$ cat config.mk
export PLATFORM = sky130hd
export DESIGN_NAME = vector_lane_streamer
export DESIGN_NICKNAME = d
export VERILOG_FILES = /design/src/rtl/vector_lane_streamer.sv
export SDC_FILE = /design/constraint.sdc
export NUM_CORES = 1
export LEC_CHECK = 0
export CAP_MARGIN = 10
export CORE_AREA = 4 4 166 168
export CTS_CLUSTER_DIAMETER = 100
export DETAILED_ROUTE_END_ITERATION = 10
export DIE_AREA = 0 0 170 172
export GPL_ROUTABILITY_DRIVEN = 0
export PLACE_DENSITY = 0.78
export SYNTH_ARGS = -nofsm -noshare
export SYNTH_HDL_FRONTEND = slang
export SYNTH_SLANG_ARGS = --single-unit
$ cat constraint.sdc
create_clock -name clk_i -period 2.93 [get_ports clk_i]
set_input_delay 0.7325 -clock clk_i [delete_from_list [all_inputs] [get_ports clk_i]]
set_output_delay 0.7325 -clock clk_i [all_outputs]
set_load 0.005 [all_outputs]
$ cat src/rtl/vector_lane_streamer.sv
// vector_lane_streamer
// Captures one DATAWIDTH-bit vector per input handshake and streams it out
// LANES bits per beat over a valid/ready interface, with the chunk index and a
// last-beat flag. All stream outputs come from registers. in_ready_o is the
// only combinational output: it lets a new vector load on the same edge as the
// final beat of the previous one, so back-to-back vectors need no bubble.
//
// Build option:
//   VECTOR_LANE_STREAMER_MSB_FIRST_EN - when defined, the stream starts at
//   chunk NCHUNK-1 and counts down, and last_o is raised at index 0. When it
//   is undefined (the default), the stream starts at chunk 0 and counts up,
//   and last_o is raised at index NCHUNK-1.
module vector_lane_streamer #(
  parameter int DATAWIDTH = 256,
  parameter int LANES     = 4,
  localparam int NCHUNK   = DATAWIDTH / LANES,
  localparam int IDX_BIT  = (NCHUNK > 1) ? $clog2(NCHUNK) : 1
) (
  input  logic                 clk_i,
  input  logic                 rst_i,
  input  logic                 en_i,
  input  logic                 in_valid_i,
  output logic                 in_ready_o,
  input  logic [DATAWIDTH-1:0] data_i,
  output logic                 out_valid_o,
  input  logic                 out_ready_i,
  output logic [LANES-1:0]     data_o,
  output logic [IDX_BIT-1:0]   idx_o,
  output logic                 last_o,
  output logic                 busy_o
);

  typedef enum logic [0:0] {
    ST_IDLE   = 1'b0,
    ST_STREAM = 1'b1
  } state_t;

  localparam logic [IDX_BIT-1:0] IDX_ONE = IDX_BIT'(1);
`ifdef VECTOR_LANE_STREAMER_MSB_FIRST_EN
  localparam logic [IDX_BIT-1:0] FIRST_IDX = IDX_BIT'(NCHUNK - 1);
  localparam logic [IDX_BIT-1:0] LAST_IDX  = IDX_BIT'(0);
`else
  localparam logic [IDX_BIT-1:0] FIRST_IDX = IDX_BIT'(0);
  localparam logic [IDX_BIT-1:0] LAST_IDX  = IDX_BIT'(NCHUNK - 1);
`endif

  state_t                        state_r;
  logic [NCHUNK-1:0][LANES-1:0]  vec_r;
  logic [NCHUNK-1:0][LANES-1:0]  data_chunks_s;
  logic [IDX_BIT-1:0]            cnt_r;
  logic [IDX_BIT-1:0]            cnt_next_s;
  logic [LANES-1:0]              data_r;
  logic                          valid_r;
  logic                          last_r;
  logic                          busy_r;
  logic                          beat_s;
  logic                          in_ready_s;
  logic                          accept_s;

  // The packed 2-D view lets a chunk be selected by its index alone.
  assign data_chunks_s = data_i;

`ifdef VECTOR_LANE_STREAMER_MSB_FIRST_EN
  assign cnt_next_s = cnt_r - IDX_ONE;
`else
  assign cnt_next_s = cnt_r + IDX_ONE;
`endif

  assign beat_s     = valid_r & out_ready_i;
  assign in_ready_s = en_i & ~rst_i &
                      ((state_r == ST_IDLE) |
                       ((state_r == ST_STREAM) & beat_s & last_r));
  assign accept_s   = in_valid_i & in_ready_s;

  assign in_ready_o  = in_ready_s;
  assign out_valid_o = valid_r;
  assign data_o      = data_r;
  assign idx_o       = cnt_r;
  assign last_o      = last_r;
  assign busy_o      = busy_r;

  // FSM: load on accept, step the chunk counter on each non-final beat,
  // drop to IDLE after the final beat, and hold everything while stalled.
  // Outputs are loaded with the values for the next beat, so they are ready
  // one cycle after the edge that caused the change.
  always_ff @(posedge clk_i) begin
    if (rst_i) begin
      state_r <= ST_IDLE;
      vec_r   <= '0;
      cnt_r   <= IDX_BIT'(0);
      data_r  <= LANES'(0);
      valid_r <= 1'b0;
      last_r  <= 1'b0;
      busy_r  <= 1'b0;
    end else if (accept_s) begin
      // Entered from IDLE, or on the final beat of the previous vector.
      state_r <= ST_STREAM;
      vec_r   <= data_chunks_s;
      cnt_r   <= FIRST_IDX;
      data_r  <= data_chunks_s[FIRST_IDX];
      valid_r <= 1'b1;
      last_r  <= (FIRST_IDX == LAST_IDX);
      busy_r  <= 1'b1;
    end else if (beat_s && !last_r) begin
      state_r <= ST_STREAM;
      cnt_r   <= cnt_next_s;
      data_r  <= vec_r[cnt_next_s];
      valid_r <= 1'b1;
      last_r  <= (cnt_next_s == LAST_IDX);
      busy_r  <= 1'b1;
    end else if (beat_s) begin
      // The final beat was taken and no new vector is arriving.
      state_r <= ST_IDLE;
      cnt_r   <= IDX_BIT'(0);
      data_r  <= LANES'(0);
      valid_r <= 1'b0;
      last_r  <= 1'b0;
      busy_r  <= 1'b0;
    end else begin
      // Idle, or stalled with out_ready_i low: every output holds its value.
      state_r <= state_r;
      cnt_r   <= cnt_r;
    end
  end

endmodule

==> results.py <==
metrics = {
    "clock_tree": {
        "clkTransAtPathRegs_ns": 0.06,
        "h-tree-depth": 1,
        "cts_tree": "yes",
        "clock_latency_ns": 0.53,
        "numClockSinks": 268,
        "cts_made_buffers": 28,
        "cts.root.buffer_cell": "clkbuf_16",
        "clk_path_buf_depth": 3,
        "cts_hold_buffers": 0,
    },
    "power_and_ir_drop": {
        "swShare_pct": 22.9,
        "peakVddDrop_mv": 0.484,
        "leakage_uw": 0.00564,
        "power_density_mw_per_mm2": 536,
        "p_int_uw": 6420,
        "p_seq_share_pct": 47.5,
        "clockPowerShare_pct": 41.1,
        "switching_power_uw": 1900,
        "power_frac_comb_pct": 11.4,
    },
    "logic_synthesis": {
        "yosysTopAreaCellShare_pct": 46.4,
        "synth-edff-count": 0,
        "ys_top_cells_by_count": "555 x nand2_1, 268 x dfxtp_1, 239 x o21ai_0",
        "synth_top_flop_cell": "dfxtp_1",
        "synth_top_family_by_area": "simple AND/OR/NAND/NOR gates",
        "syn_area_mm2": 0.0116,
        "synth_xor_xnor_area_share_pct": 0.531,
        "yosysWarnings": 0,
        "synthSimpleGateAreaFrac_pct": 20.5,
        "ys_types": 38,
        "synth_mux_area_share_pct": 14.0,
        "ys_seq_area_share_pct": 46.4,
        "synth.area.top_cells": "dfxtp_1 46%, nand2_1 18%, o21ai_0 10%, mux4_2 8.2%, mux4_1 5.0%",
        "yosysTopAreaCell": "dfxtp_1",
        "avgSynthCellArea_um2": 8.51,
        "synth_nets": 1621,
        "synthArstFlopShare_pct": 0,
        "synth_fa_ha_area_share_pct": 0.217,
        "synth_compound_area_share_pct": 13.4,
        "synth_seq_cells": 268,
        "synth_cells": 1358,
        "synth_most_common_cell": "nand2_1",
    },
    "critical_path": {
        "crit_chain": "clkdlybuf4s50_1 > nand2b_1 > a21oi_2 > buf_4 > clkdlybuf4s50_1",
        "r2r_slack_ns": 0.31,
        "cpLargestDelayFamily": "buffers and inverters",
        "crit_fanout": 2,
        "slowest_stage": "clkdlybuf4s50_1",
        "worstPathRequired_ns": 2.20,
        "crit_path_start_kind": "input pin",
        "critical_path_arrival_ns": 2.07,
        "critPathBufInv": 3,
        "cp-end-kind": "output port",
        "crit_type": "in2out",
        "critPathMostFrequentCell": "clkdlybuf4s50_1",
        "max_stage_delay_ns": 0.50,
    },
    "floorplanning": {
        "core_area_mm2": 0.0259,
        "initial_core_util_pct": 44.6,
        "fp.dieW_um": 170,
        "dieArea_mm2": 0.0292,
        "io_pins": 275,
        "die_h_um": 172,
        "rows": 59,
    },
    "detailed_routing": {
        "routedWlPerCell_um": 16.9,
        "drcViolationCount": 0,
        "vias": 10200,
        "drt-met1-wl_um": 13900,
        "final_antenna_net_count": 0,
        "vias_per_cell": 5.26,
        "routed_wl_um": 32800,
        "wl_met2_um": 16000,
        "drt_iter0_markers": 750,
        "detail_route.first_pass.iterations": 5,
        "wl_met3_um": 2090,
        "routed.top_layer": "met5",
    },
    "sta": {
        "drv_slew": 0,
        "finalHoldViolations": 0,
        "period_needed_ns": 2.81,
        "tightest_slew_ns": 0.815,
        "finalClockSkew_ns": 0.0107,
        "min_period_over_period_pct": 95.8,
        "slew_headroom_pct": 45.7,
        "setup_viol": 0,
        "finalSetupTns_ns": 0,
        "rsz0062_at_grt": "false",
        "max_freq_ghz": 0.356,
    },
    "layout": {
        "multi_input_area_mm2": 0.00563,
        "nNetsFinal": 1847,
        "syn2layout_area_growth_pct": 34.2,
        "nFillCells": 2152,
        "layout-drive-gt1-share_pct": 8.35,
        "seq_area_mm2": 0.00537,
        "postLayoutCellArea_mm2": 0.0155,
    },
    "global_routing": {
        "grt_pass1_vias": 9843,
        "grt_max_degree": 134,
        "grt-ovfl-total": 0,
        "antenna_found_initial": 4,
        "grtUsageTotal_pct": 21.5,
        "grt_pass1_wl_um": 51200,
    },
    "outcome": {
        "outcome": "finished, final reports clean",
    },
    "flow_run": {
        "drv_cap": 0,
    },
    "worst_hold_path": {
        "hold_class": "reg2reg",
    },
    "place": {
        "dp_hpwl_um": 23200,
        "port_buffers": 274,
        "post_dp_cell_area_mm2": 0.0146,
    },
}
layout make-up:
| type | instances | share of cell area [%] |
|---|---|---|
| clock inverter | 6 | 0.218 |
| antenna | 4 | 0.0645 |
| timing repair buffer | 307 | 20.4 |
| multi-input combinational | 977 | 36.3 |
| sequential | 268 | 34.6 |
| inverter | 2 | 0.0807 |
| tap | 335 | 2.70 |
| clock buffer | 45 | 5.58 |
logic make-up after synthesis:
kind of cell,Yosys count
adders and majority gates,2
AOI/OAI and AO/OA,289
muxes,73
and+or+nand+nor,609
buffers and inverters,113
DFF,268
xor gates and xnor gates,4
tightest hold or removal path, stage by stage, from the launching register on:
cell and delay [ns]:
dfxtp_1 0.31, nand2_1 0.05, o21ai_1 0.05
layout by cell type, fill, tap and decap left out, types with 2 or more instances in the layout:
master | Yosys | routed
buf_4 | 22 | 19
a21oi_1 | 11 | 10
o21ai_0 | 239 | 239
a21oi_2 | 1 | 2
clkinv_2 | 0 | 5
buf_12 | 0 | 13
nor2_1 | 11 | 11
a22o_1 | 4 | 4
nand2b_1 | 3 | 3
diode_2 | 0 | 4
a32o_2 | 4 | 4
nor2b_1 | 2 | 2
nor3_1 | 5 | 5
mux4_1 | 22 | 22
mux2i_1 | 9 | 9
o221ai_1 | 4 | 4
dfxtp_1 | 268 | 267
dlymetal6s2s_1 | 0 | 2
clkbuf_16 | 0 | 29
a32oi_1 | 5 | 5
nand3_1 | 22 | 22
xnor2_1 | 2 | 2
clkbuf_8 | 0 | 8
nand4b_1 | 2 | 2
o21ai_1 | 14 | 14
clkdlybuf4s50_1 | 0 | 272
nand4_1 | 4 | 4
mux4_2 | 42 | 42
clkbuf_1 | 55 | 8
a22oi_1 | 4 | 4
nand2_1 | 555 | 555
layer usage:
metal / global-route usage, % / vias up
li1: - / 5066
met1: 28.7 / 4763
met2: 36.5 / 344
met3: 3.34 / 58
met4: 6.56 / 2
met5: 0 / -
sequential cells by signal, summed over array words and instances (netlist names):
| name | flops |
|---|---|
| idx_o | 6 |
| vec_r | 256 |
| data_o | 4 |
| last_o | 1 |
| busy_o | 1 |
through the flow:
stage          cells  util [%]  hold WS [ns]  total power [uW]  setup slack (ns)
6_report        1944      59.8         0.447              8320             0.123
5_1_grt         1943      59.8         0.462              8640            0.0201
2_1_floorplan   1358         -         0.424              4430             0.115
3_3_place_gp    1889      56.3         0.432              4950           -0.0262
3_5_place_dp    1889      56.3         0.439              4970           0.00123
4_1_cts         1940      59.8         0.448              8400            0.0109
power by group through the flow:
stage / clock [uW] / sequential (uW) / combinational (uW)
5_1_grt: 3630 / 3970 / 1030
3_3_place_gp: 0 / 4010 / 936
2_1_floorplan: 0 / 3990 / 448
3_5_place_dp: 0 / 4020 / 947
4_1_cts: 3500 / 3940 / 954
6_report: 3420 / 3950 / 949
repair_timing:
item / 4_1_cts / 5_1_grt
endpoints found under the setup margin: 2 / 2
resized for setup: 2 / 4
pin swaps: 0 / 1
gates cloned: 0 / 0
buffers inserted: 0 / 0
final timing paths:
kind,start,end,cells after the start
min,vec_r[42],vec_r[42],2
max reg2reg,idx_o[0],data_o[2],8
max,en_i,in_ready_o,5
min reg2reg,vec_r[42],vec_r[42],2
No activity file was read; power rests on OpenSTA's default activity.
